### src/rtl/uart_arb_pkg.sv
// Shared types and default configuration for the UART TX frame arbiter.
// Latency: n/a (declarations only).
// Backpressure: n/a.
//
// Contents: FSM state enum, default parameter values, index-wrap helper.
package uart_arb_pkg;

  typedef enum logic [0:0] {
    IDLE = 1'b0,
    XFER = 1'b1
  } arb_state_t;

  localparam int DEF_DATA_WIDTH     = 8;
  localparam int DEF_NUM_REQ        = 3;
  localparam int DEF_TIMEOUT_CYCLES = 1024;

  // Index reached by stepping 'step' positions past 'base' in a ring of 'n'.
  function automatic int ring_step(input int base, input int step, input int n);
    int r;
    r = base + step;
    while (r >= n) r = r - n;
    return r;
  endfunction

endpackage

### src/rtl/uart_tx_arbiter_if.sv
// Requester-side and TX-FIFO-side handshake bundle for the UART TX arbiter.
// Latency: n/a (wires only).
// Backpressure: req_ready / out_ready carry the valid-ready stall.
//
// Signals:
//   req_valid/req_data/req_last/req_ready : per-requester byte stream
//   out_data/out_valid/out_ready          : merged byte stream to the TX FIFO
// Modports: master = requester/FIFO environment, slave = arbiter.
interface uart_tx_arbiter_if
  import uart_arb_pkg::*;
#(
  parameter int DATA_WIDTH = DEF_DATA_WIDTH,
  parameter int NUM_REQ    = DEF_NUM_REQ
);

  logic [NUM_REQ-1:0]            req_valid;
  logic [NUM_REQ*DATA_WIDTH-1:0] req_data;
  logic [NUM_REQ-1:0]            req_last;
  logic [NUM_REQ-1:0]            req_ready;
  logic [DATA_WIDTH-1:0]         out_data;
  logic                          out_valid;
  logic                          out_ready;

  modport master (
    output req_valid, req_data, req_last, out_ready,
    input  req_ready, out_data, out_valid
  );

  modport slave (
    input  req_valid, req_data, req_last, out_ready,
    output req_ready, out_data, out_valid
  );

endinterface

### src/rtl/uart_tx_arbiter_rr_pick.sv
// Round-robin picker: first requesting index strictly after last_grant.
// Latency: combinational.
// Backpressure: none (pure function of inputs).
//
// Ports:
//   req        : request vector
//   last_grant : index of the most recent owner
//   pick       : one-hot winner, zero when no request
//   any        : at least one request present
module rr_pick
  import uart_arb_pkg::*;
#(
  parameter int NUM_REQ = DEF_NUM_REQ
) (
  input  logic [NUM_REQ-1:0]         req,
  input  logic [$clog2(NUM_REQ)-1:0] last_grant,
  output logic [NUM_REQ-1:0]         pick,
  output logic                       any
);

  logic found;

  // Two passes: indices above last_grant first, then wrap around to the
  // bottom (which includes last_grant itself as the lowest priority).
  always_comb begin
    pick  = '0;
    found = 1'b0;
    for (int i = 0; i < NUM_REQ; i++) begin
      if (!found && req[i] && (i > int'(last_grant))) begin
        pick[i] = 1'b1;
        found   = 1'b1;
      end
    end
    for (int i = 0; i < NUM_REQ; i++) begin
      if (!found && req[i]) begin
        pick[i] = 1'b1;
        found   = 1'b1;
      end
    end
  end

  assign any = |req;

endmodule

### src/rtl/uart_tx_arbiter.sv
// Frame-level round-robin arbiter merging requester byte streams into one UART TX FIFO.
// Latency: one arbitration cycle in IDLE, then bytes pass combinationally from owner to FIFO.
// Backpressure: out_ready goes straight back to the owner's req_ready; non-owners see 0.
//
// Ports:
//   clk, rst_n     : clock, asynchronous active-low reset
//   ena            : global enable, low freezes all state and blocks transfers
//   bus (slave)    : req_valid/req_data/req_last/req_ready, out_data/out_valid/out_ready
//   grant          : one-hot current frame owner, zero when idle
//   timeout_pulse  : one-cycle abort indication
// Build option: define UART_ARB_TIMEOUT_EN to add the idle-owner abort counter
// (TIMEOUT_CYCLES); otherwise the owner keeps the grant until its last byte.
module uart_tx_arbiter
  import uart_arb_pkg::*;
#(
  parameter int DATA_WIDTH     = DEF_DATA_WIDTH,
  parameter int NUM_REQ        = DEF_NUM_REQ,
  parameter int TIMEOUT_CYCLES = DEF_TIMEOUT_CYCLES
) (
  input  logic               clk,
  input  logic               rst_n,
  input  logic               ena,
  uart_tx_arbiter_if.slave   bus,
  output logic [NUM_REQ-1:0] grant,
  output logic               timeout_pulse
);

  localparam int IDX_W = $clog2(NUM_REQ);
  // Starting "last owner" at the top index makes requester 0 win first.
  localparam logic [IDX_W-1:0] LAST_RST = IDX_W'(NUM_REQ - 1);

  arb_state_t             state_q, state_d;
  logic [NUM_REQ-1:0]     grant_q, grant_d;
  logic [IDX_W-1:0]       owner_q, owner_d;
  logic [IDX_W-1:0]       last_q, last_d;

  logic [NUM_REQ-1:0]     pick;
  logic                   any_req;
  logic [DATA_WIDTH-1:0]  own_dat;
  logic                   own_vld;
  logic                   own_last;
  logic                   xfer_phase;
  logic                   xfer_fire;
  logic                   to_hit;
  logic [NUM_REQ-1:0]     rdy;

  rr_pick #(
    .NUM_REQ (NUM_REQ)
  ) u_rr_pick (
    .req        (bus.req_valid),
    .last_grant (last_q),
    .pick       (pick),
    .any        (any_req)
  );

  // Owner's byte lane, selected with constant part-selects.
  always_comb begin
    own_dat  = '0;
    own_vld  = 1'b0;
    own_last = 1'b0;
    for (int i = 0; i < NUM_REQ; i++) begin
      if (owner_q == IDX_W'(i)) begin
        own_dat  = bus.req_data[i*DATA_WIDTH +: DATA_WIDTH];
        own_vld  = bus.req_valid[i];
        own_last = bus.req_last[i];
      end
    end
  end

  assign xfer_phase = ena && (state_q == XFER);
  assign xfer_fire  = xfer_phase && own_vld && bus.out_ready;

  always_comb begin
    rdy = '0;
    for (int i = 0; i < NUM_REQ; i++) begin
      rdy[i] = xfer_phase && grant_q[i] && bus.out_ready;
    end
  end

  assign bus.req_ready = rdy;
  assign bus.out_valid = xfer_phase && own_vld;
  assign bus.out_data  = (state_q == XFER) ? own_dat : '0;
  assign grant         = grant_q;

`ifdef UART_ARB_TIMEOUT_EN
  localparam int CNT_W = $clog2(TIMEOUT_CYCLES + 1);

  logic [CNT_W-1:0] cnt_q, cnt_d;
  logic             pulse_q;

  // Only cycles where the owner has nothing to offer count; a FIFO stall
  // with data pending is the consumer's fault, not the owner's.
  always_comb begin
    cnt_d  = cnt_q;
    to_hit = 1'b0;
    if (xfer_phase) begin
      if (own_vld) begin
        if (bus.out_ready) cnt_d = '0;
      end else if (cnt_q == CNT_W'(TIMEOUT_CYCLES - 1)) begin
        to_hit = 1'b1;
        cnt_d  = '0;
      end else begin
        cnt_d = cnt_q + 1'b1;
      end
    end else if (ena && (state_q == IDLE)) begin
      cnt_d = '0;
    end
  end

  always_ff @(posedge clk or negedge rst_n) begin
    if (!rst_n) begin
      cnt_q   <= '0;
      pulse_q <= 1'b0;
    end else begin
      cnt_q   <= cnt_d;
      pulse_q <= to_hit;
    end
  end

  assign timeout_pulse = pulse_q;
`else
  logic unused_timeout_cfg;
  assign unused_timeout_cfg = |TIMEOUT_CYCLES;
  assign to_hit             = 1'b0;
  assign timeout_pulse      = 1'b0;
`endif

  // Next-state / grant logic. Everything holds while ena is low.
  always_comb begin
    state_d = state_q;
    grant_d = grant_q;
    owner_d = owner_q;
    last_d  = last_q;
    if (ena) begin
      case (state_q)
        IDLE: begin
          if (any_req) begin
            state_d = XFER;
            grant_d = pick;
            for (int i = 0; i < NUM_REQ; i++) begin
              if (pick[i]) owner_d = IDX_W'(i);
            end
          end
        end
        XFER: begin
          if ((xfer_fire && own_last) || to_hit) begin
            state_d = IDLE;
            grant_d = '0;
            last_d  = owner_q;
          end
        end
        default: begin
          state_d = IDLE;
          grant_d = '0;
        end
      endcase
    end
  end

  always_ff @(posedge clk or negedge rst_n) begin
    if (!rst_n) begin
      state_q <= IDLE;
      grant_q <= '0;
      owner_q <= '0;
      last_q  <= LAST_RST;
    end else begin
      state_q <= state_d;
      grant_q <= grant_d;
      owner_q <= owner_d;
      last_q  <= last_d;
    end
  end

endmodule

### src/flat_wrapper.sv
// flat-port wrapper written by rule: the top's interface ports become plain ports
module uart_tx_arbiter_flat import uart_arb_pkg::*;
#(
  parameter int DATA_WIDTH     = DEF_DATA_WIDTH,
  parameter int NUM_REQ        = DEF_NUM_REQ,
  parameter int TIMEOUT_CYCLES = DEF_TIMEOUT_CYCLES
)
  (clk, rst_n, ena, grant, timeout_pulse, bus_req_valid, bus_req_data, bus_req_last, bus_out_ready, bus_req_ready, bus_out_data, bus_out_valid);
  uart_tx_arbiter_if #(.DATA_WIDTH(DATA_WIDTH), .NUM_REQ(NUM_REQ)) bus_i ();
  input  logic clk;
  input  logic rst_n;
  input  logic ena;
  output logic [NUM_REQ-1:0] grant;
  output logic timeout_pulse;
  input wire logic [$bits(bus_i.req_valid)-1:0] bus_req_valid;
  input wire logic [$bits(bus_i.req_data)-1:0] bus_req_data;
  input wire logic [$bits(bus_i.req_last)-1:0] bus_req_last;
  input wire logic [$bits(bus_i.out_ready)-1:0] bus_out_ready;
  output wire logic [$bits(bus_i.req_ready)-1:0] bus_req_ready;
  output wire logic [$bits(bus_i.out_data)-1:0] bus_out_data;
  output wire logic [$bits(bus_i.out_valid)-1:0] bus_out_valid;
  assign bus_i.req_valid = bus_req_valid;
  assign bus_i.req_data = bus_req_data;
  assign bus_i.req_last = bus_req_last;
  assign bus_i.out_ready = bus_out_ready;
  assign bus_req_ready = bus_i.req_ready;
  assign bus_out_data = bus_i.out_data;
  assign bus_out_valid = bus_i.out_valid;
  uart_tx_arbiter #(.DATA_WIDTH(DATA_WIDTH), .NUM_REQ(NUM_REQ), .TIMEOUT_CYCLES(TIMEOUT_CYCLES)) u_core (.clk(clk), .rst_n(rst_n), .ena(ena), .bus(bus_i), .grant(grant), .timeout_pulse(timeout_pulse));
endmodule
### config.mk
export PLATFORM = sky130hd
export DESIGN_NAME = uart_tx_arbiter_flat
export DESIGN_NICKNAME = d
export VERILOG_FILES = /design/src/rtl/uart_arb_pkg.sv /design/src/rtl/uart_tx_arbiter_if.sv /design/src/rtl/uart_tx_arbiter_rr_pick.sv /design/src/rtl/uart_tx_arbiter.sv /design/src/flat_wrapper.sv
export SDC_FILE = /design/constraint.sdc
export NUM_CORES = 1
export LEC_CHECK = 0
export CAP_MARGIN = 20
export CORE_MARGIN = 10
export CORE_UTILIZATION = 37
export CTS_CLUSTER_SIZE = 24
export DETAILED_ROUTE_END_ITERATION = 7
export MAX_ROUTING_LAYER = met4
export PLACE_DENSITY = 0.84
export SLEW_MARGIN = 5
export SYNTH_ARGS = -nofsm -noshare
export SYNTH_HDL_FRONTEND = slang
export SYNTH_SLANG_ARGS = --single-unit
### constraint.sdc
create_clock -name clk -period 2.4 [get_ports clk]
set_clock_uncertainty 0.1 [all_clocks]
set_input_delay 0.48 -clock clk [delete_from_list [all_inputs] [get_ports clk]]
set_output_delay 0.48 -clock clk [all_outputs]
set_load 0.01 [all_outputs]
==> run summary <==
Diode count = 0
Crit Path Class = in -> out
H-tree Lvls = 1
Yosys warns = 0
Comb power frac = 0.717
Worst-path maximum fanout = 2
Worst-case register-to-register setup slack = 0.68 ns
Fraction of the yosys area taken by sequential cells = 0.2752
Routed wire length = 2688 um
Final RePlAce weighted congestion = 0.9197
Net count after synthesis = 116
Initial core utilization = 0.3809
Worst Reg-to-Reg Cells = 6
Synth async-reset ratio = 1.000
Predominant post-synthesis flop cell = sky130_fd_sc_hd__dfrtp_1
Count of buffers inserted at the top-level ports = 48
Category of the worst setup path capture point = output port
Fin Hold WS = 0.4018 ns
Count of flip-flops with a built-in enable after synthesis = 0
I/O pin count = 50
Final Setup Violations = 0
Run status = complete, no violations
Count of TritonRoute iterations in the first routing pass = 4
Clock tree from TritonCTS = done
Combined global-route utilization of all metal layers = 0.1234
R2r startpoint = u_core.owner_q[0]
Switching part of the total power = 0.3952
Post-layout total power = 0.001248 W
Sinks on Clock Net = 8
CTS Hold Buffers Added = 0
Final non-filler cell total = 169
IR drop worst, VDD = 483.9 uV
Top-area cell type share of the netlist area = 0.2393
Maximum clock path buffer count = 2
Wirelength per Cell = 15.91 um
Initial DRC count = 20
Mapped Cells = 82
Layout cells sized above 1 = 0.1831
Period minus WS final = 2.277 ns
Number of rows created at floorplan = 16
Post-synthesis average cell area = 8.926 um^2
Path class of the lowest-slack min-delay path = in -> async
Arrival time reported for the critical path endpoint = 1.70 ns
Growth of design area from synthesis to finish = 86.15%
Leakage component of the power = 0.6753 nW
Via Count = 835
Initial antenna violation count = 0
Clock latency on the worst-skew pair = 0.26 ns
Net switching power = 0.0004933 W
Power per standard cell area = 916.0 mW/mm^2
Antenna viol nets, final = 0
Area of the die = 0.004157 mm^2
Via count normalized by instance count = 4.941
Clock group share of total power = 0.094
Achievable frequency = 439.1 MHz
Cell Area, Synth = 732.0 um^2
Cell type with the largest total area after synthesis = sky130_fd_sc_hd__dfrtp_1
Cell chosen for the clock root = sky130_fd_sc_hd__clkbuf_4
Vias in the first global route = 918
Count of unresolved DRC violations after routing = 0
Die height = 64.48 um
Worst setup endpoint = bus_out_valid
Core area = 0.001922 mm^2
Die X-Extent = 64.48 um
Data required time at the worst endpoint = 1.82 ns
Final period utilization = 0.9488
Synthesized flop and latch total = 8
Max-cap violations = 0
Maximum number of pins on one net before global-route repair = 14
Clock-pin slew of the registers on the worst-case setup and hold paths = 0.06 ns
Crit path from = bus_req_valid[1]
Endpoint of the most critical register-to-register path = u_core.last_q[0]
Clock buffer count from CTS = 3
Sequential cell fraction of total power = 0.190
Count of nets after finishing = 177
Final-report max-slew violation count = 0
RSZ-0062 raised after global routing = false
Area contributors post-synth = sky130_fd_sc_hd__dfrtp_1 (24%), sky130_fd_sc_hd__mux2i_1 (16%), sky130_fd_sc_hd__and2_1 (9.4%), sky130_fd_sc_hd__o21ai_1 (5.5%), sky130_fd_sc_hd__nand2_1 (4.6%)
Inst Count DP = 163
Wire length of the first global-routing pass = 4126 um
Netlist cell types = 29
Setup tns final = 0 ns
Post-detailed-placement half-perimeter wirelength = 2173 um
Internal Power = 0.0007548 W
Total global routing overflow = 0
Final hold violation count = 0
Critical Path Start Type = input pin
[timing repair]
action / CTS / global route
setup endpoints to repair: 12 / 9
pin swaps: 0 / 0
resized for setup: 5 / 11
buffers inserted: 2 / 0
[worst max-delay path, stage by stage]
cell and delay, ns:
sky130_fd_sc_hd__clkdlybuf4s50_1 0.44, sky130_fd_sc_hd__mux2i_2 0.22, sky130_fd_sc_hd__o2bb2ai_4 0.09, sky130_fd_sc_hd__and3_1 0.17
sky130_fd_sc_hd__dlygate4sd2_1 0.29
[cell usage after synthesis (2+ instances only)]
master / number
sky130_fd_sc_hd__o22ai_1: 3
sky130_fd_sc_hd__buf_2: 2
sky130_fd_sc_hd__dfrtp_1: 7
sky130_fd_sc_hd__and2_1: 11
sky130_fd_sc_hd__nor2b_1: 4
sky130_fd_sc_hd__mux2i_1: 12
sky130_fd_sc_hd__o21ai_1: 8
sky130_fd_sc_hd__nand2_1: 9
sky130_fd_sc_hd__o21ai_0: 2
sky130_fd_sc_hd__a21o_1: 2
sky130_fd_sc_hd__mux2_1: 2
sky130_fd_sc_hd__inv_1: 3
[placed cells by master (no fill, tap or decap), drive strengths merged, types with 2 or more instances in the layout]
master | synthesis | final
clkdlybuf4s50 | 0 | 35
buf | 4 | 13
mux2i | 12 | 12
and2 | 11 | 11
o21ai | 10 | 10
nand2 | 9 | 9
dlymetal6s2s | 0 | 9
dfrtp | 7 | 7
dlygate4sd2 | 0 | 4
inv | 4 | 4
nor2b | 4 | 4
clkbuf | 1 | 4
o22ai | 3 | 3
a21o | 2 | 2
mux2 | 2 | 2
and3 | 2 | 2
[registers in the layout (all words and copies together) (netlist names)]
register / count
u_core.grant: 3
u_core.last_q: 2
u_core.owner_q: 2
u_core.state_q: 1
[worst min-delay path by stage]
| stage | slack, ns | depth (start not counted) | endpoint |
|---|---|---|---|
| detailed placement | 0.40 | 1 | u_core.grant[2] |
| floorplan | 0.08 | 0 | u_core.grant[0] |
| finish | 0.40 | 1 | u_core.state_q |
| global placement | 0.39 | 1 | u_core.grant[2] |
| global route | 0.42 | 1 | u_core.state_q |
| CTS | 0.42 | 1 | u_core.grant[1] |
[layout make-up]
cell class / count / area (um^2)
clock buffers: 4 / 26.28
fillers: 160 / 559.3
inverters: 4 / 15.01
multi-input cells: 65 / 489.2
flip-flops and latches: 8 / 202.7
well taps: 27 / 33.78
repair buffers: 61 / 595.6
[per-layer routing]
layer / global-route usage / up-vias / wire length [um]
met1: 0.1482 / 377 / 1301
li1: - / 408 / -
met4: 0.03209 / 0 / 27
met3: 0.02921 / 4 / 168
met2: 0.2020 / 46 / 1191
met5: - / - / 0
[metrics by stage]
stage / setup slack [ns] / util / instance area [um^2]
6_report: 0.1228 / 0.7090 / 1363
5_1_grt: 0.07588 / 0.7090 / 1363
4_1_cts: 0.01084 / 0.6940 / 1334
3_5_place_dp: -0.2098 / 0.6745 / 1296
3_3_place_gp: -0.1870 / 0.6745 / 1296
2_1_floorplan: 0.7548 / - / 732.0
[power by group through the flow]
stage	Sequential, W	Combinational [W]	Clock (W)
finish	0.000237	0.000895	0.000117
detailed placement	0.000242	0.000886	0
floorplan	0.000235	0.000480	0
global placement	0.000240	0.000870	0
CTS	0.000232	0.000917	0.000117
global route	0.000243	0.000965	0.000127
[logic make-up (layout without fill, tap and decap cells)]
| group | Yosys count | in the layout | synth area share |
|---|---|---|---|
| mux | 14 | 14 | 0.1949 |
| flops | 8 | 8 | 0.2752 |
| simple gates | 32 | 32 | 0.2564 |
| compound gates | 18 | 18 | 0.2034 |
| buf+inv | 9 | 69 | 0.06495 |
| other cells | 1 | 1 | 0.005123 |
(Power assumes the default switching activity.)
